### src/rtl/filter_step_sequencer.sv
// Stimulus sequencer for the fixed-point filter: flushes the filter, steps in_val
// through a programmed level/dwell table, and flags |out_val| exceeding a limit.
module filter_step_sequencer #(
  parameter int unsigned WIDTH     = 18,
  parameter int unsigned NUM_STEPS = 4,
  parameter int unsigned DWELL_W   = 16,
  parameter int unsigned FLUSH_CYC = 4,
  localparam int unsigned SW       = (NUM_STEPS > 1) ? $clog2(NUM_STEPS) : 1
) (
  input  logic               clk,
  input  logic               rst,
  input  logic               start,
  input  logic               abort,
  input  logic               cfg_we,
  input  logic [SW-1:0]      cfg_addr,
  input  logic [WIDTH-1:0]   cfg_level,
  input  logic [DWELL_W-1:0] cfg_dwell,
  input  logic [SW:0]        cfg_len,
  input  logic [WIDTH-1:0]   limit,
  input  logic [WIDTH-1:0]   out_val,
  output logic [WIDTH-1:0]   in_val,
  output logic               filt_rst,
  output logic               busy,
  output logic               done,
  output logic [SW-1:0]      step_idx,
  output logic               range_err,
  output logic [SW-1:0]      err_step
);

  typedef enum logic [1:0] {
    S_IDLE  = 2'd0,
    S_FLUSH = 2'd1,
    S_RUN   = 2'd2
  } state_t;

  state_t state_q, state_d;

  logic [WIDTH-1:0]   lvl_tab [NUM_STEPS];
  logic [DWELL_W-1:0] dwl_tab [NUM_STEPS];

  logic [DWELL_W-1:0] cnt_q, cnt_d;
  logic [SW:0]        len_q, len_d;
  logic [WIDTH-1:0]   in_val_d;
  logic               filt_rst_d;
  logic               done_d;
  logic [SW-1:0]      step_idx_d;
  logic               range_err_d;
  logic [SW-1:0]      err_step_d;

  logic               tab_we_c;
  logic [SW:0]        len_clamp_c;
  logic [WIDTH:0]     out_ext_c;
  logic [WIDTH:0]     out_mag_c;
  logic               over_c;
  logic [SW-1:0]      step_nxt_c;
  logic               last_step_c;

  // Dwell of 0 behaves as 1: the counter counts down to zero inclusive.
  function automatic logic [DWELL_W-1:0] dwell_load(input logic [DWELL_W-1:0] d);
    return (d == '0) ? '0 : d - DWELL_W'(1);
  endfunction

  // Table is writable only while idle; contents are deliberately not reset.
  assign tab_we_c = cfg_we && (state_q == S_IDLE);

  always_ff @(posedge clk) begin
    if (tab_we_c) begin
      lvl_tab[cfg_addr] <= cfg_level;
      dwl_tab[cfg_addr] <= cfg_dwell;
    end
  end

  always_comb begin
    if (cfg_len == '0) begin
      len_clamp_c = (SW+1)'(1);
    end else if (cfg_len > (SW+1)'(NUM_STEPS)) begin
      len_clamp_c = (SW+1)'(NUM_STEPS);
    end else begin
      len_clamp_c = cfg_len;
    end
  end

  // Magnitude in WIDTH+1 bits so the most negative input maps to 2^(WIDTH-1).
  assign out_ext_c   = {out_val[WIDTH-1], out_val};
  assign out_mag_c   = out_val[WIDTH-1] ? (~out_ext_c + (WIDTH+1)'(1)) : out_ext_c;
  assign over_c      = out_mag_c > {1'b0, limit};

  assign step_nxt_c  = step_idx + SW'(1);
  assign last_step_c = ({1'b0, step_idx} == (len_q - (SW+1)'(1)));

  assign busy = (state_q == S_FLUSH) || (state_q == S_RUN);

  // Next-state and registered-output values.
  always_comb begin
    state_d     = state_q;
    cnt_d       = cnt_q;
    len_d       = len_q;
    in_val_d    = in_val;
    filt_rst_d  = filt_rst;
    done_d      = 1'b0;
    step_idx_d  = step_idx;
    range_err_d = range_err;
    err_step_d  = err_step;

    if (abort) begin
      state_d    = S_IDLE;
      in_val_d   = '0;
      filt_rst_d = 1'b0;
      cnt_d      = '0;
    end else begin
      unique case (state_q)
        S_IDLE: begin
          in_val_d   = '0;
          filt_rst_d = 1'b0;
          if (start) begin
            state_d     = S_FLUSH;
            len_d       = len_clamp_c;
            range_err_d = 1'b0;
            err_step_d  = '0;
            step_idx_d  = '0;
            filt_rst_d  = 1'b1;
            cnt_d       = DWELL_W'(FLUSH_CYC - 1);
          end
        end
        S_FLUSH: begin
          if (cnt_q == '0) begin
            state_d    = S_RUN;
            filt_rst_d = 1'b0;
            in_val_d   = lvl_tab[SW'(0)];
            cnt_d      = dwell_load(dwl_tab[SW'(0)]);
          end else begin
            cnt_d = cnt_q - DWELL_W'(1);
          end
        end
        S_RUN: begin
          if (over_c && !range_err) begin
            range_err_d = 1'b1;
            err_step_d  = step_idx;
          end
          if (cnt_q == '0) begin
            if (last_step_c) begin
              state_d  = S_IDLE;
              done_d   = 1'b1;
              in_val_d = '0;
            end else begin
              step_idx_d = step_nxt_c;
              in_val_d   = lvl_tab[step_nxt_c];
              cnt_d      = dwell_load(dwl_tab[step_nxt_c]);
            end
          end else begin
            cnt_d = cnt_q - DWELL_W'(1);
          end
        end
        default: begin
          state_d    = S_IDLE;
          in_val_d   = '0;
          filt_rst_d = 1'b0;
        end
      endcase
    end
  end

  always_ff @(posedge clk or posedge rst) begin
    if (rst) begin
      state_q   <= S_IDLE;
      cnt_q     <= '0;
      len_q     <= (SW+1)'(1);
      in_val    <= '0;
      filt_rst  <= 1'b0;
      done      <= 1'b0;
      step_idx  <= '0;
      range_err <= 1'b0;
      err_step  <= '0;
    end else begin
      state_q   <= state_d;
      cnt_q     <= cnt_d;
      len_q     <= len_d;
      in_val    <= in_val_d;
      filt_rst  <= filt_rst_d;
      done      <= done_d;
      step_idx  <= step_idx_d;
      range_err <= range_err_d;
      err_step  <= err_step_d;
    end
  end

endmodule
### config.mk
export PLATFORM = sky130hd
export DESIGN_NAME = filter_step_sequencer
export DESIGN_NICKNAME = d
export VERILOG_FILES = /design/src/rtl/filter_step_sequencer.sv
export SDC_FILE = /design/constraint.sdc
export NUM_CORES = 1
export LEC_CHECK = 0
export ABC_CLOCK_PERIOD_IN_PS = 5250
export CORE_MARGIN = 10
export CORE_UTILIZATION = 57
export DETAILED_ROUTE_END_ITERATION = 10
export PLACE_DENSITY_LB_ADDON = 0.12
export SYNTH_ARGS = -nofsm -noshare
export SYNTH_HDL_FRONTEND = slang
export SYNTH_SLANG_ARGS = --single-unit
### constraint.sdc
create_clock -name clk -period 5.25 [get_ports clk]
set_input_delay 1.05 -clock clk [delete_from_list [all_inputs] [get_ports clk]]
set_output_delay 1.05 -clock clk [all_outputs]
set_load 0.01 [all_outputs]
== Word-level counts from Yosys, hierarchy flattened ==
Memory sizes are Yosys's and may differ from the RTL's.
Cells that the tools add are included.

* Register bits: 46
* RAM bits: 136
* Input bits: 80
* Memories kept: 2

* Add/subtract/negate cells: 6
* Magnitude comparators: 2
* Equality and inequality tests: 13
* Muxes and demuxes: 41
* Bitwise operators: 2
* Reductions and logical operators: 18

{| class="wikitable"
|+ Memory list
! memory !! words !! bits a word !! rd ports !! clocked after Yosys merged registers in !! wr ports !! line !! text
|-
| lvl_tab || 4 || 18 || 2 || 0 || 1 || 38 || <nowiki>logic [WIDTH-1:0] lvl_tab [NUM_STEPS];</nowiki>
|-
| dwl_tab || 4 || 16 || 2 || 0 || 1 || 39 || <nowiki>logic [DWELL_W-1:0] dwl_tab [NUM_STEPS];</nowiki>
|}

{| class="wikitable"
|+ Operator list
! kind !! count
|-
| 16-bit 2-to-1 mux || 7
|-
| 18-bit 2-to-1 mux || 4
|-
| 16-bit logical NOT || 3
|-
| 16-bit one-hot mux with 3 select lines || 1
|-
| 16-bit by 1-bit subtractor with 16-bit output (second input constant) || 3
|-
| 18-bit one-hot mux with 2 select lines || 1
|-
| 19-bit by 1-bit adder with 19-bit output (second input constant) || 1
|-
| 19-bit by 18-bit > comparator with 1-bit output || 1
|-
| 19-bit 2-to-1 mux || 1
|-
| 19-bit NOT || 1
|-
| 2-bit 2-to-1 mux || 9
|-
| 1-bit 2-to-1 mux || 11
|-
| 2-bit one-hot mux with 2 select lines || 2
|-
| 4-bit AND reduction || 2
|-
| 3-bit 2-to-1 mux || 2
|-
| 2-bit != test (second input constant) || 3
|-
| 3-bit by 2-bit != test with 1-bit output (second input constant) || 2
|-
| 3-bit != test (second input constant) || 2
|-
| 2-bit one-hot mux with 3 select lines || 1
|-
| 3-bit AND reduction || 2
|-
| 5-bit AND reduction || 1
|-
| 2-bit by 1-bit != test with 1-bit output (second input constant) || 2
|-
| 4-bit != test (second input constant) || 1
|-
| 2-bit AND reduction || 2
|-
| 16 further kinds || 17
|}

== Logic depth before layout (Yosys ltp) ==
An unclocked memory read counts as a cell.

* Word-level depth: 8
* Depth in mapped cells: 14

== Worst setup path after synthesis ==
Ideal clock, no wire load.

* Path kind: input to register
* Start: input port cfg_addr[1]
* End: memory dwl_tab[0][0] (enable)
* Library setup time: 0.468 ns
* Arrival time: 3.466 ns
* Required time: 4.782 ns
* Path slack: 1.316 ns
* Stages: 1
* Buffers on the path: 0
* Cells stage by stage: nor3_1

{| class="wikitable"
|+ RTL lines
! what !! line !! text
|-
| start: declaration || 15 || <nowiki>input logic [SW-1:0] cfg_addr,</nowiki>
|-
| end: declaration || 39 ||
|}

No word-level cell before the write port.

== Worst setup path in the final report ==
* Start: input port out_val[2]
* End: register err_step[0]

* Word-level cells in the longest chain between the ends: 7

{| class="wikitable"
|+ RTL lines
! what !! line !! text
|-
| start: declaration || 20 || <nowiki>input logic [WIDTH-1:0] out_val,</nowiki>
|-
| 19-bit NOT || 85 || <nowiki>assign out_mag_c = out_val[WIDTH-1] ? (~out_ext_c + (WIDTH+1)'(1)) : out_ext_c;</nowiki>
|-
| 19-bit by 1-bit adder with 19-bit output || 85 ||
|-
| 19-bit 2-to-1 mux * || 85 ||
|-
| 19-bit by 18-bit > comparator with 1-bit output * || 86 || <nowiki>assign over_c = out_mag_c > {1'b0, limit};</nowiki>
|-
| 1-bit logical AND * || 136 || <nowiki>if (over_c && !range_err) begin</nowiki>
|-
| 2-bit by 1-bit != test with 1-bit output (no source line) * || - ||
|-
| 4-bit AND reduction (no source line) * || - ||
|-
| end signal: assignment || 183 || <nowiki>err_step <= err_step_d;</nowiki>
|-
| end: declaration || 27 || <nowiki>output logic [SW-1:0] err_step</nowiki>
|}

Every way passes the cells marked *; elsewhere a longest branch is shown, timed or not.
A chain may end at the register's enable or synchronous reset.

==> impl_metrics.env <==
export IMPL_max_freq_ghz=0.244
export IMPL_drt_iter0_drc=633
export IMPL_cp_end_kind="flip-flop"
export IMPL_syn_nets=847
export IMPL_chipWidth_um=147
export IMPL_drt_total_wl_um=22000
export IMPL_viasPerCell=6.04
export IMPL_synth_area_per_cell_um2=12.4
export IMPL_netlist_area_um2=9120
export IMPL_syn_inst=737
export IMPL_io_pin_count=106
export IMPL_antenna_found_initial=0
export IMPL_drc=0
export IMPL_p_per_area_nw_per_um2=433
export IMPL_row_count=46
export IMPL_cts_setup_buffers=0
export IMPL_drv_cap=0
export IMPL_layout_commonest_cell="edfxtp_1"
export IMPL_clk_insertion_delay_late_ps=440
export IMPL_ctsResizeCount=0
export IMPL_grt_use_total_pct=20.8
export IMPL_gp_congestion=0.895
export IMPL_drt_first_pass_iters=5
export IMPL_clockPowerShare_pct=25.9
export IMPL_grt_ovfl_total=0
export IMPL_peakVddDrop_v=0.000282
export IMPL_slew_headroom_pct=21.9
export IMPL_grt_max_degree=47
export IMPL_cts_tree="yes"
export IMPL_io_buffers=105
export IMPL_worstPathMaxFanout=4
export IMPL_wl_per_cell_um=20.7
export IMPL_async_flop_share_pct=25.3
export IMPL_finalSetupTns_ps=0
export IMPL_p_sw_share_pct=36.1
export IMPL_cts_buffer_depth=2
export IMPL_rsz0062_at_grt="no"
export IMPL_synth_top_area_cell="edfxtp_1"
export IMPL_fillers=1155
export IMPL_start_util_pct=57.8
export IMPL_p_int_mw=3.03
export IMPL_holdBufCountCts=0
export IMPL_fp_dieH_um=147
export IMPL_ant_nets=0
export IMPL_ys_flop_type="edfxtp_1"
export IMPL_yosysWarnings=0
export IMPL_path_clk_slew_ps=70
export IMPL_htreeDepth=4
export IMPL_place_area_um2=10400
export IMPL_cp_arrival_ps=4460
export IMPL_period_share_pct=78.2
export IMPL_seqCellArea_um2=5240
export IMPL_final_min_clock_period_ps=4100
export IMPL_cts_root_buf="clkbuf_16"
export IMPL_worst_pin_slew_ps=1170
export IMPL_drv_slew=0
export IMPL_grt_pass1_wl_um=35600
export IMPL_stdcell_area_um2=10900
export IMPL_setup_viol=0
export IMPL_synth_cell_types=67
export IMPL_syn_to_final_growth_pct=20.0
export IMPL_diodes=0
export IMPL_p_sw_mw=1.71
export IMPL_ys_ff_latch=182
export IMPL_cts_sinks=182
export IMPL_outcome="completed"
export IMPL_worstPathRequired_ps=5600
export IMPL_combPwrFrac_pct=35.6
export IMPL_core_area_um2=15800
export IMPL_hold_class="flip-flop to flip-flop"
export IMPL_numCtsBuffers=17
export IMPL_synth_area_top_cells="edfxtp_1 45%, dfrtp_1 12%, ha_1 4.1%"
export IMPL_finalHoldViolations=0
export IMPL_layout_common_cells="136 x edfxtp_1, 105 x clkdlybuf4s50_1, 72 x nand2_1"
export IMPL_p_leak_nw=3.89
export IMPL_synth_top_area_share_pct=44.8
export IMPL_grt_pass1_vias=6599
export IMPL_yosysSeqAreaShare_pct=57.4
export IMPL_vias=6443
export IMPL_skew_ps=11.8
export IMPL_drive_gt1_share_pct=8.59
export IMPL_final_nets=947
export IMPL_start_kind="input port"
export IMPL_dpl_hpwl_um=15000
export IMPL_p_seq_share_pct=38.5
export IMPL_crit_type="input port to flip-flop"
export IMPL_multi_input_area_um2=3640
export IMPL_synth_edf_count=136
export IMPL_die_area_um2=21500
-- sequential cells by signal, summed over array words and instances (netlist names) --
name,cells
cnt_q,16
state_q,2
filt_rst,1
err_step,2
range_err,1
dwl_tab,64
step_idx,2
lvl_tab,72
in_val,18
done,1
len_q,3
-- final timing paths --
check                       startpoint          end  slack, ps  cells after the start
max                         out_val[2]  err_step[0]       1150                     14
min                           filt_rst     filt_rst        480                      2
max reg2reg                step_idx[1]     cnt_q[8]       1700                      7
min reg2reg                   filt_rst     filt_rst        480                      2
max in group asynchronous          rst  step_idx[1]       3370                      2
min in group asynchronous          rst     filt_rst       1190                      2
-- power groups by stage --
stage	clock network, mW	logic, mW	registers, mW
finish	1.23	1.69	1.82
global route	1.31	1.88	1.84
CTS	1.24	1.68	1.82
detailed placement	0	1.66	1.85
global placement	0	1.60	1.84
floorplan	0	1.17	1.83
-- Yosys cell counts (all sizes together), types with 6 or more instances --
library cell	number
nand3	11
nor2b	7
a22oi	18
o31ai	6
nand4	7
ha	30
nand2b	11
mux4	17
o21ai	58
a22o	9
nand2	73
o22ai	7
xor2	16
o221ai	8
clkbuf	21
dfrtp	45
inv	34
buf	11
edfxtp	136
xnor2	33
a21oi	26
nor4b	6
mux2i	22
nor4	7
a32o	6
nor3	15
nor2	33
-- critical path, cell delays in order --
cell and delay [ps]:
clkdlybuf4s50_1 490, nor3_1 300, nand3b_1 170, nand2b_1 210
or4_1 450, o21ai_0 220, xnor2_1 140, ha_1 280
a21oi_1 160, a21oi_1 90, a211oi_1 210, and3_1 250
mux2_2 350, o211ai_1 90
-- logic make-up after synthesis --
group                    synth area share, %
buffers and inverters                   3.02
XOR/XNOR                                4.70
AND/OR/NAND/NOR                         11.2
adder cells (fa/ha/maj)                 4.11
flip-flops                              57.4
AO/OA/AOI/OAI                           12.3
multiplexers                            7.31
-- metal layers --
| metal | vias to the layer above | routed length (um) | share of wire [%] | track usage (%) |
|---|---|---|---|---|
| met5 | - | 0 | 0 | 0 |
| met4 | 0 | 224 | 1.0 | 4.55 |
| met3 | 23 | 1350 | 6.1 | 4.60 |
| met2 | 244 | 10900 | 49 | 34.8 |
| met1 | 3186 | 9590 | 43 | 27.1 |
| li1 | 2990 | - | - | - |
-- area by class of cell --
class | instances | share of cell area (%)
flip-flops and latches | 182 | 47.8
repair buffers | 113 | 10.1
well taps | 216 | 2.47
clock buffers | 18 | 3.92
inverters | 34 | 1.17
multi-input cells | 489 | 33.2
clock inverters | 14 | 1.25
-- metrics by stage --
step                      util [%]  setup slack, ps  hold WS [ps]  power, mW  cells
after floorplan                  -             1320           450       2.99    737
after global placement        65.8              921           466       3.44   1034
after detailed placement      65.8              782           473       3.51   1034
after CTS                     69.4             1210           489       4.74   1066
after global routing          69.4              893           508       5.03   1066
final                         69.4             1150           482       4.74   1066
(Power assumes the default switching activity.)
